## src/rtl/axi_ic_pkg.sv

```systemverilog
// Shared interconnect definitions: arbiter state encoding and round-robin index helper.
package axi_ic_pkg;

  localparam int unsigned ST_W = 2;

  localparam logic [ST_W-1:0] ST_IDLE = 2'd0;
  localparam logic [ST_W-1:0] ST_XFER = 2'd1;
  localparam logic [ST_W-1:0] ST_RESP = 2'd2;

  typedef enum logic [ST_W-1:0] {
    S_IDLE = ST_IDLE,
    S_XFER = ST_XFER,
    S_RESP = ST_RESP
  } arb_state_e;

  // (base + off) mod n for base, off < n; subtract instead of divide
  function automatic int unsigned rr_rotate(input int unsigned base,
                                            input int unsigned off,
                                            input int unsigned n);
    int unsigned s;
    s = base + off;
    return (s >= n) ? (s - n) : s;
  endfunction

endpackage

```

## src/rtl/axi_arbiter_w_rr_if.sv

```systemverilog
// Write-path arbitration bundle: per-master AW/W/B requests, shared slave handshakes, grant outputs.
interface axi_arbiter_w_rr_if #(
  parameter int unsigned NUM_MASTERS = 4,
  parameter int unsigned ID_W        = $clog2(NUM_MASTERS)
) ();

  logic [NUM_MASTERS-1:0] mst_AWVALID;
  logic [NUM_MASTERS-1:0] mst_WVALID;
  logic [NUM_MASTERS-1:0] mst_WLAST;
  logic [NUM_MASTERS-1:0] mst_BREADY;
  logic                   m_AWREADY;
  logic                   m_WREADY;
  logic                   m_BVALID;
  logic [NUM_MASTERS-1:0] wgrnt;
  logic [ID_W-1:0]        wgrnt_id;
  logic                   wbusy;

  modport master (
    output mst_AWVALID, mst_WVALID, mst_WLAST, mst_BREADY,
    output m_AWREADY, m_WREADY, m_BVALID,
    input  wgrnt, wgrnt_id, wbusy
  );

  modport slave (
    input  mst_AWVALID, mst_WVALID, mst_WLAST, mst_BREADY,
    input  m_AWREADY, m_WREADY, m_BVALID,
    output wgrnt, wgrnt_id, wbusy
  );

endinterface

```

## src/rtl/rr_pick.sv

```systemverilog
// Rotated priority encoder: first set request at or after ptr (wrapping) wins.
module rr_pick
  import axi_ic_pkg::*;
#(
  parameter int unsigned NUM_MASTERS = 4,
  parameter int unsigned ID_W        = $clog2(NUM_MASTERS)
) (
  input  logic [NUM_MASTERS-1:0] req,
  input  logic [ID_W-1:0]        ptr,
  output logic                   valid_c,
  output logic [NUM_MASTERS-1:0] onehot_c,
  output logic [ID_W-1:0]        idx_c
);

  logic [ID_W-1:0] cand;

  always_comb begin
    valid_c  = 1'b0;
    onehot_c = '0;
    idx_c    = '0;
    cand     = '0;
    for (int unsigned k = 0; k < NUM_MASTERS; k++) begin
      cand = ID_W'(rr_rotate(32'(ptr), k, NUM_MASTERS));
      if (!valid_c && req[cand]) begin
        valid_c  = 1'b1;
        idx_c    = cand;
        onehot_c = NUM_MASTERS'(1) << cand;
      end
    end
  end

endmodule

```

## src/rtl/axi_arbiter_w_rr.sv

```systemverilog
// Round-robin AXI write-path arbiter; holds one grant for AW, the full W burst and the B response.
module axi_arbiter_w_rr
  import axi_ic_pkg::*;
#(
  parameter int unsigned NUM_MASTERS = 4,
  parameter int unsigned PARK        = 1,
  parameter int unsigned ID_W        = $clog2(NUM_MASTERS)
) (
  input  logic           ACLK,
  input  logic           ARESETn,
  axi_arbiter_w_rr_if.slave bus
);

  localparam logic [NUM_MASTERS-1:0] GRNT_RST = (PARK != 0) ? NUM_MASTERS'(1) : '0;

  arb_state_e             state, state_nxt;
  logic [ID_W-1:0]        ptr, ptr_nxt;
  logic [ID_W-1:0]        gid, gid_nxt;
  logic [NUM_MASTERS-1:0] grnt, grnt_nxt;
  logic                   busy, busy_nxt;
  logic                   aw_done, aw_nxt;
  logic                   w_done, w_nxt;

  logic [NUM_MASTERS-1:0] req;
  logic                   pick_valid;
  logic [NUM_MASTERS-1:0] pick_onehot;
  logic [ID_W-1:0]        pick_idx;
  logic                   aw_hs, w_hs, b_hs;

  // W may lead AW, so either channel counts as a request
  assign req = bus.mst_AWVALID | bus.mst_WVALID;

  rr_pick #(
    .NUM_MASTERS (NUM_MASTERS),
    .ID_W        (ID_W)
  ) u_pick (
    .req      (req),
    .ptr      (ptr),
    .valid_c  (pick_valid),
    .onehot_c (pick_onehot),
    .idx_c    (pick_idx)
  );

  assign aw_hs = bus.mst_AWVALID[gid] & bus.m_AWREADY;
  assign w_hs  = bus.mst_WVALID[gid] & bus.m_WREADY & bus.mst_WLAST[gid];
  assign b_hs  = bus.m_BVALID & bus.mst_BREADY[gid];

  always_ff @(posedge ACLK or negedge ARESETn) begin
    if (!ARESETn) begin
      state   <= S_IDLE;
      ptr     <= '0;
      gid     <= '0;
      grnt    <= GRNT_RST;
      busy    <= 1'b0;
      aw_done <= 1'b0;
      w_done  <= 1'b0;
    end else begin
      state   <= state_nxt;
      ptr     <= ptr_nxt;
      gid     <= gid_nxt;
      grnt    <= grnt_nxt;
      busy    <= busy_nxt;
      aw_done <= aw_nxt;
      w_done  <= w_nxt;
    end
  end

  // Next-state, flag, pointer and grant logic; stray BVALID outside RESP is ignored
  always_comb begin
    state_nxt = state;
    ptr_nxt   = ptr;
    gid_nxt   = gid;
    grnt_nxt  = grnt;
    busy_nxt  = busy;
    aw_nxt    = aw_done;
    w_nxt     = w_done;
    unique case (state)
      S_IDLE: begin
        if (pick_valid) begin
          grnt_nxt  = pick_onehot;
          gid_nxt   = pick_idx;
          busy_nxt  = 1'b1;
          aw_nxt    = 1'b0;
          w_nxt     = 1'b0;
          state_nxt = S_XFER;
        end else if (PARK == 0) begin
          grnt_nxt = '0;
        end
      end
      S_XFER: begin
        aw_nxt = aw_done | aw_hs;
        w_nxt  = w_done | w_hs;
        if (aw_nxt && w_nxt) begin
          state_nxt = S_RESP;
        end
      end
      S_RESP: begin
        if (b_hs) begin
          ptr_nxt   = ID_W'(rr_rotate(32'(gid), 1, NUM_MASTERS));
          busy_nxt  = 1'b0;
          state_nxt = S_IDLE;
        end
      end
      default: begin
        state_nxt = S_IDLE;
        busy_nxt  = 1'b0;
      end
    endcase
  end

  assign bus.wgrnt    = grnt;
  assign bus.wgrnt_id = gid;
  assign bus.wbusy    = busy;

endmodule

```

## src/flat_wrapper.sv

```systemverilog
// flat-port wrapper written by rule: the top's interface ports become plain ports
module axi_arbiter_w_rr_flat import axi_ic_pkg::*;
#(
  parameter int unsigned NUM_MASTERS = 4,
  parameter int unsigned PARK        = 1,
  parameter int unsigned ID_W        = $clog2(NUM_MASTERS)
)
  (ACLK, ARESETn, bus_mst_AWVALID, bus_mst_WVALID, bus_mst_WLAST, bus_mst_BREADY, bus_m_AWREADY, bus_m_WREADY, bus_m_BVALID, bus_wgrnt, bus_wgrnt_id, bus_wbusy);
  axi_arbiter_w_rr_if #(.NUM_MASTERS(NUM_MASTERS), .ID_W(ID_W)) bus_i ();
  input  logic ACLK;
  input  logic ARESETn;
  input wire logic [$bits(bus_i.mst_AWVALID)-1:0] bus_mst_AWVALID;
  input wire logic [$bits(bus_i.mst_WVALID)-1:0] bus_mst_WVALID;
  input wire logic [$bits(bus_i.mst_WLAST)-1:0] bus_mst_WLAST;
  input wire logic [$bits(bus_i.mst_BREADY)-1:0] bus_mst_BREADY;
  input wire logic [$bits(bus_i.m_AWREADY)-1:0] bus_m_AWREADY;
  input wire logic [$bits(bus_i.m_WREADY)-1:0] bus_m_WREADY;
  input wire logic [$bits(bus_i.m_BVALID)-1:0] bus_m_BVALID;
  output wire logic [$bits(bus_i.wgrnt)-1:0] bus_wgrnt;
  output wire logic [$bits(bus_i.wgrnt_id)-1:0] bus_wgrnt_id;
  output wire logic [$bits(bus_i.wbusy)-1:0] bus_wbusy;
  assign bus_i.mst_AWVALID = bus_mst_AWVALID;
  assign bus_i.mst_WVALID = bus_mst_WVALID;
  assign bus_i.mst_WLAST = bus_mst_WLAST;
  assign bus_i.mst_BREADY = bus_mst_BREADY;
  assign bus_i.m_AWREADY = bus_m_AWREADY;
  assign bus_i.m_WREADY = bus_m_WREADY;
  assign bus_i.m_BVALID = bus_m_BVALID;
  assign bus_wgrnt = bus_i.wgrnt;
  assign bus_wgrnt_id = bus_i.wgrnt_id;
  assign bus_wbusy = bus_i.wbusy;
  axi_arbiter_w_rr #(.NUM_MASTERS(NUM_MASTERS), .PARK(PARK), .ID_W(ID_W)) u_core (.ACLK(ACLK), .ARESETn(ARESETn), .bus(bus_i));
endmodule
```

## config.mk

```make
export PLATFORM = sky130hd
export DESIGN_NAME = axi_arbiter_w_rr_flat
export DESIGN_NICKNAME = d
export VERILOG_FILES = /design/src/rtl/axi_ic_pkg.sv /design/src/rtl/axi_arbiter_w_rr_if.sv /design/src/rtl/rr_pick.sv /design/src/rtl/axi_arbiter_w_rr.sv /design/src/flat_wrapper.sv
export SDC_FILE = /design/constraint.sdc
export NUM_CORES = 1
export LEC_CHECK = 0
export BUFFER_PORTS_ARGS = -buffer_cell sky130_fd_sc_hd__buf_2
export CORE_MARGIN = 10
export CORE_UTILIZATION = 44
export DETAILED_ROUTE_END_ITERATION = 8
export PLACE_DENSITY_LB_ADDON = 0.3
export SETUP_SLACK_MARGIN = 0.4
export SLEW_MARGIN = 20
export SYNTH_ARGS = -nofsm -noshare
export SYNTH_HDL_FRONTEND = slang
export SYNTH_SLANG_ARGS = --single-unit
```

## constraint.sdc

```tcl
create_clock -name ACLK -period 5.1 [get_ports ACLK]
set_input_delay 0.765 -clock ACLK [delete_from_list [all_inputs] [get_ports ACLK]]
set_output_delay 0.765 -clock ACLK [all_outputs]
set_load 0.05 [all_outputs]
```

==> impl_metrics.csv, run 1 <==
group,metric,value,unit
outcome,status,"finished, final reports clean",
cts,htree_levels,1,
logic_synthesis,synth_async_sr_flop_share,100.0,%
floorplan,start_util,44.96,%
drt,drc,0,
global_routing,grt_pass1_wl,5043,µm
logic_synthesis,yosysUniqueCellTypes,44,
global_routing,track_usage,12.02,%
place,place.gp.congestion,0.9152,
global_routing,grt_use_met1,14.06,%
global_routing,grt_max_degree,18,
floorplan,rows,18,
cells_and_area,antenna_cells,0,
power_and_ir_drop,power_density,597.3,mW/mm²
worst_setup_path,critPathRequiredTime,5.29,ns
logic_synthesis,synth_seq_cells,13,
cts,ctsResizeCount,0,
timing,fmax,375.2,MHz
logic_synthesis,syn_inst,122,
drt,dr.pass1.iters,4,
floorplan,dieArea,0.004880,mm²
place,port_buffers,27,
cells_and_area,fillers,233,
logic_synthesis,synthFlopType,"dfrtp_1",
drt,wl,2918,µm
logic_synthesis,yosysTopAreaCellShare,27.46,%
logic_synthesis,netlist_area,0.001094,mm²
cells_and_area,fin_cells,177,
timing,period_minus_slack,2.665,ns
floorplan,io-pin-count,28,
timing,slew_viol_final,0,
floorplan,die_w,69.86,µm
timing,tns,0,ns
worst_setup_path,slowest_delay,0.68,ns
place,hpwlAfterDp,2306,µm
worst_setup_path,critPathCaptureType,"flip-flop",
worst_setup_path,worst_ep_arrival_time,2.85,ns
cts,clk_latency,0.27,ns
drt,wire_per_inst,16.49,µm
run,cap_viol_max_count,0,
timing,period_share,52.26,%
cts,cts_tree,"done",
logic_synthesis,syn_area_per_cell,8.964,µm²
drt,ant_nets,0,
timing,setup_viol,0,
power_and_ir_drop,p_leak,0.0005564,µW
cells_and_area,final_cell_mix,"27 x buf_2, 16 x nand2_1, 13 x nor2_1",
cells_and_area,nets,177,
worst_setup_path,crit_chain,"inv_1 > ha_1 > or3b_2 > mux2i_1 > a32o_2 > a21oi_1 > o31ai_1",
cts,cts_root_buf,"clkbuf_4",
timing,rsz0062_at_grt,"no",
logic_synthesis,synth_edf_count,0,
drt,drt_iter0_markers,78,
cts,post_cts_buffers,0,
floorplan,fp.dieH,69.86,µm
logic_synthesis,synthesis.nets,151,
global_routing,grt_busiest_layer,"met2",
cells_and_area,fin_util,51.75,%
logic_synthesis,yosysWarnings,0,
cts,cts_max_path_buffers,2,
cts,cts.sinks,13,
worst_setup_path,slowest_stage,"dfrtp_1",
drt,vias_per_cell,5.910,
cells_and_area,final_common_cell,"buf_2",
floorplan,core_region_area,0.002432,mm²
drt,vias,1046,
global_routing,grt_util_met2,20.34,%
worst_setup_path,critPathMaxFanout,17,
logic_synthesis,synth.area.top_cells,"dfrtp_1 27%, ha_1 9.2%, mux4_2 6.2%, nand2_1 5.5%, nor2_1 4.5%",
cells_and_area,syn2layout_area_growth,15.10,%
global_routing,antenna_found_initial,0,
logic_synthesis,yosysSeqAreaShare,29.86,%
global_routing,grt_pass1_vias,1101,
cells_and_area,multi_input_area,718.2,µm²
cts,cts_buffers,3,
global_routing,overflow,0,
worst_setup_path,criticalPathCategory,"reg2reg",
timing,finalHoldViolCount,0,
power_and_ir_drop,peakVddDrop,0.2385,mV
cells_and_area,seqCellArea,326.6,µm²
timing,setup_ws,2.435,ns
timing,max_slew_margin,47.33,%
cells_and_area,drive_gt1_share,27.21,%
timing,tightestPinTransition,0.7847,ns
cts,cts-hold-fix-buffers,0,
place,place_ws,2.467,ns
worst_setup_path,startpoint_type,"flip-flop",
global_routing,groute.layer.met3.usage,2.542,%
cts,clkSlewWorstSetupHoldPaths,0.08,ns
place,dp_cells,173,
timing,skew,0.002391,ns
logic_synthesis,synth_top_area_cell,"dfrtp_1",
hold_path,holdCritPathClass,"in2async",
-- Yosys cell counts (3+ instances only) --
library cell	n
nand2_1	16
nor2_1	13
dfrtp_1	12
ha_1	8
a31oi_1	7
o21ai_0	7
a21oi_1	6
a221oi_1	4
inv_1	4
mux4_2	3
nand3_1	3
-- power breakdown --
group          switching (µW)  internal, µW
registers                74.0           157
clock network            33.5          30.3
logic                     286           170
-- cell type report --
| cell class | instances | share of cell area (%) |
|---|---|---|
| Multi-Input combinational cell | 99 | 57.06 |
| Sequential cell | 13 | 25.94 |
| Timing Repair Buffer | 27 | 10.74 |
| Tap cell | 30 | 2.982 |
| Clock buffer | 4 | 2.087 |
| Inverter | 4 | 1.193 |
-- layer usage --
metal | vias to the layer above | share of wire, % | wire [µm]
li1 | 511 | - | -
met1 | 499 | 45 | 1313
met2 | 32 | 48 | 1391
met3 | 4 | 5.7 | 166
met4 | 0 | 1.6 | 46
met5 | - | 0 | 0
-- logic make-up (layout without fill, tap and decap cells) --
group / after synthesis / after routing / share of synthesized area, %
fa+ha+maj: 8 / 8 / 9.154
buf+inv: 10 / 35 / 4.462
mux: 7 / 7 / 11.44
compound gates: 38 / 38 / 24.03
flops: 13 / 13 / 29.86
simple gates: 45 / 45 / 20.25
xor+xnor: 1 / 1 / 0.8011
-- final timing paths --
check | startpoint | endpoint | slack, ns | depth (start not counted)
setup / recovery | u_core.ptr[0] | u_core.bus.wgrnt_id[1] | 2.43 | 7
hold / removal | ARESETn | u_core.ptr[1] | 0.36 | 1
setup reg to reg | u_core.ptr[0] | u_core.bus.wgrnt_id[1] | 2.43 | 7
hold reg to reg | u_core.w_done | u_core.w_done | 0.49 | 2
max in group asynchronous | ARESETn | u_core.bus.wgrnt[0] | 4.46 | 1
min in group ACLK | u_core.w_done | u_core.w_done | 0.49 | 2
-- flip-flops by register name (all words and copies together) (netlist names) --
register / cells
u_core.bus.wbusy: 1
u_core.bus.wgrnt_id: 2
u_core.state: 2
u_core.ptr: 2
u_core.w_done: 1
u_core.bus.wgrnt: 4
u_core.aw_done: 1
-- critical path: cells and delay by family (launching register included) --
kind                       cells  cell delay [ns]
adders and majority gates      1             0.48
AOI/OAI and AO/OA              3             0.54
and+or+nand+nor                1             0.46
DFF                            1             0.68
muxes                          1             0.14
buffers and inverters          1             0.28
-- metrics by stage --
| step | hold slack [ns] | area (µm²) | power, µW |
|---|---|---|---|
| 2_1_floorplan | 0.4504 | 1094 | 588.1 |
| 3_3_place_gp | 0.4680 | 1232 | 673.4 |
| 3_5_place_dp | 0.4794 | 1232 | 687.5 |
| 4_1_cts | 0.3690 | 1259 | 755.0 |
| 5_1_grt | 0.3773 | 1259 | 816.9 |
| 6_report | 0.3608 | 1259 | 751.9 |
(Power assumes the default switching activity.)
==> run 2: changes to the inputs <==
- clock period: 5.1 -> 2.15 ns (I/O delays scaled with it)
==> run 2 against run 1 <==
Effect of this change:
- via count rose by 8.5%
- combinational power rose to 3.2 times the previous value
- flip-flop and latch count did not move
- hold slack improved by 0.010 ns
- fmax rose by 39%
- critical endpoint is now u_core.bus.wgrnt[2]
- largest power group unchanged
- highest routed layer unchanged
==> impl_metrics.csv, run 2 (synthesis results as in run 1) <==
group,metric,value,unit
timing,rsz0062_at_grt,"yes",
worst_setup_path,worst_ep_arrival_time,2.10,ns
timing,skew,0.003867,ns
cells_and_area,drive_gt1_share,39.13,%
timing,fmax,523.1,MHz
timing,max_slew_margin,71.72,%
cells_and_area,fin_util,58.13,%
cts,cts_buffers,3,
power_and_ir_drop,power_density,1471,mW/mm²
power_and_ir_drop,finalPower,2079,µW
place,port_buffers,27,
cells_and_area,fillers,229,
cells_and_area,antenna_cells,0,
worst_setup_path,critPathMaxFanout,6,
cells_and_area,design_area,0.001414,mm²
floorplan,rows,18,
power_and_ir_drop,peakVddDrop,0.8539,mV
cells_and_area,final_cell_mix,"27 x buf_2, 16 x nand2_1, 13 x nor2_1, 13 x buf_4, 9 x dfrtp_1",
cts,cts_root_buf,"clkbuf_4",
cts,cts.sinks,13,
floorplan,dieArea,0.004880,mm²
floorplan,io-pin-count,28,
place,hpwlAfterDp,2434,µm
global_routing,grt_pass1_vias,1133,
global_routing,antenna_found_initial,0,
drt,drt_iter0_markers,84,
cts,cts_max_path_buffers,2,
power_and_ir_drop,p_leak,0.0006254,µW
timing,whs,0.3713,ns
drt,dr.pass1.iters,4,
floorplan,fp.dieH,69.86,µm
hold_path,holdCritPathClass,"in2reg",
drt,ant_nets,0,
floorplan,core_region_area,0.002432,mm²
timing,slew_viol_final,0,
cts,cts_tree,"done",
worst_setup_path,slowest_stage,"dfrtp_2",
worst_setup_path,startpoint_type,"flip-flop",
cells_and_area,largest_register_ffs,4,
timing,tns,0,ns
worst_setup_path,critPathRequiredTime,2.34,ns
worst_setup_path,slowest_delay,0.42,ns
timing,setup_viol,0,
floorplan,die_w,69.86,µm
run,cap_viol_max_count,0,
worst_setup_path,crit_chain,"inv_4 > ha_4 > or3b_4 > mux2i_1 > a32o_2 > nand2_1 > a31oi_1",
cts,htree_levels,1,
drt,vias,1135,
worst_setup_path,criticalPathCategory,"reg2reg",
global_routing,grt_pass1_wl,5430,µm
cells_and_area,nets,191,
timing,period_minus_slack,1.912,ns
global_routing,grt_max_degree,17,
global_routing,overflow,0,
place,place.gp.congestion,0.8906,
cts,clk_latency,0.27,ns
drt,wl,3243,µm
outcome,status,"finished, final reports clean",
drt,wire_per_inst,16.98,µm
timing,tightestPinTransition,0.4242,ns
cells_and_area,syn2layout_area_growth,29.29,%
cells_and_area,final_common_cell,"buf_2",
timing,period_share,88.92,%
drt,vias_per_cell,5.942,
global_routing,track_usage,12.90,%
cts,clkSlewWorstSetupHoldPaths,0.08,ns
floorplan,start_util,44.96,%
worst_setup_path,critPathCaptureType,"flip-flop",
drt,drc,0,
place,postPlaceCellArea,0.001313,mm²
timing,finalHoldViolCount,0,
run 2: changes by cell type in the layout (fill, tap and decap cells not counted), sizes merged:
cell / delta
buf: +13
dlygate4sd3: +1
run 2: final timing paths:
check | from | end | slack (ns) | cells past startpoint
setup / recovery | u_core.ptr[1] | u_core.bus.wgrnt[2] | 0.24 | 7
hold / removal | bus_m_BVALID | u_core.bus.wbusy | 0.37 | 3
setup reg to reg | u_core.ptr[1] | u_core.bus.wgrnt[2] | 0.24 | 7
hold reg to reg | u_core.aw_done | u_core.aw_done | 0.50 | 2
max in group asynchronous | ARESETn | u_core.bus.wgrnt[0] | 1.41 | 2
min in group asynchronous | ARESETn | u_core.bus.wgrnt[2] | 0.46 | 2
run 2: routing by layer:
| layer | up-vias | routed length (µm) | global-route usage (%) |
|---|---|---|---|
| li1 | 538 | - | - |
| met1 | 548 | 1401 | 15.75 |
| met2 | 43 | 1603 | 21.65 |
| met3 | 6 | 188 | 2.825 |
| met4 | 0 | 49 | 4.386 |
| met5 | - | 0 | 0 |
run 2: final cells by class:
type	count	area, µm²	area share [%]
flip-flops and latches	13	330.3	23.36
repair buffers	41	242.7	17.17
well taps	30	37.54	2.655
inverters	4	20.02	1.416
clock buffers	4	26.28	1.858
multi-input cells	99	757.0	53.54
run 2: critical path: cells and delay by family (launching register included):
family                   cells  cell delay [ns]
buffers and inverters        1             0.05
AND/OR/NAND/NOR              2             0.45
flip-flops                   1             0.42
AO/OA/AOI/OAI                2             0.48
multiplexers                 1             0.16
adder cells (fa/ha/maj)      1             0.28
run 2: through the flow:
| stage | setup slack [ns] | instances |
|---|---|---|
| global route | 0.1839 | 191 |
| detailed placement | 0.1695 | 179 |
| finish | 0.2383 | 191 |
| floorplan | 0.2365 | 122 |
| global placement | 0.2374 | 179 |
| CTS | 0.2539 | 189 |
run 2: report_power, final:
group	leakage (µW)	internal (µW)	switching (µW)	total, µW
Sequential	0.000148	380	110	490
Combinational	0.000463	596	845	1440
Clock	0.0000150	71.8	76.7	148
Total	0.000625	1050	1030	2080
run 2: timing repair:
item	in CTS	in global routing
hold buffers	1	0
setup endpoints to repair	6	6
pin swaps	8	7
setup buffers	5	2
resized for setup	1	1
hold endpoints to repair	12	0
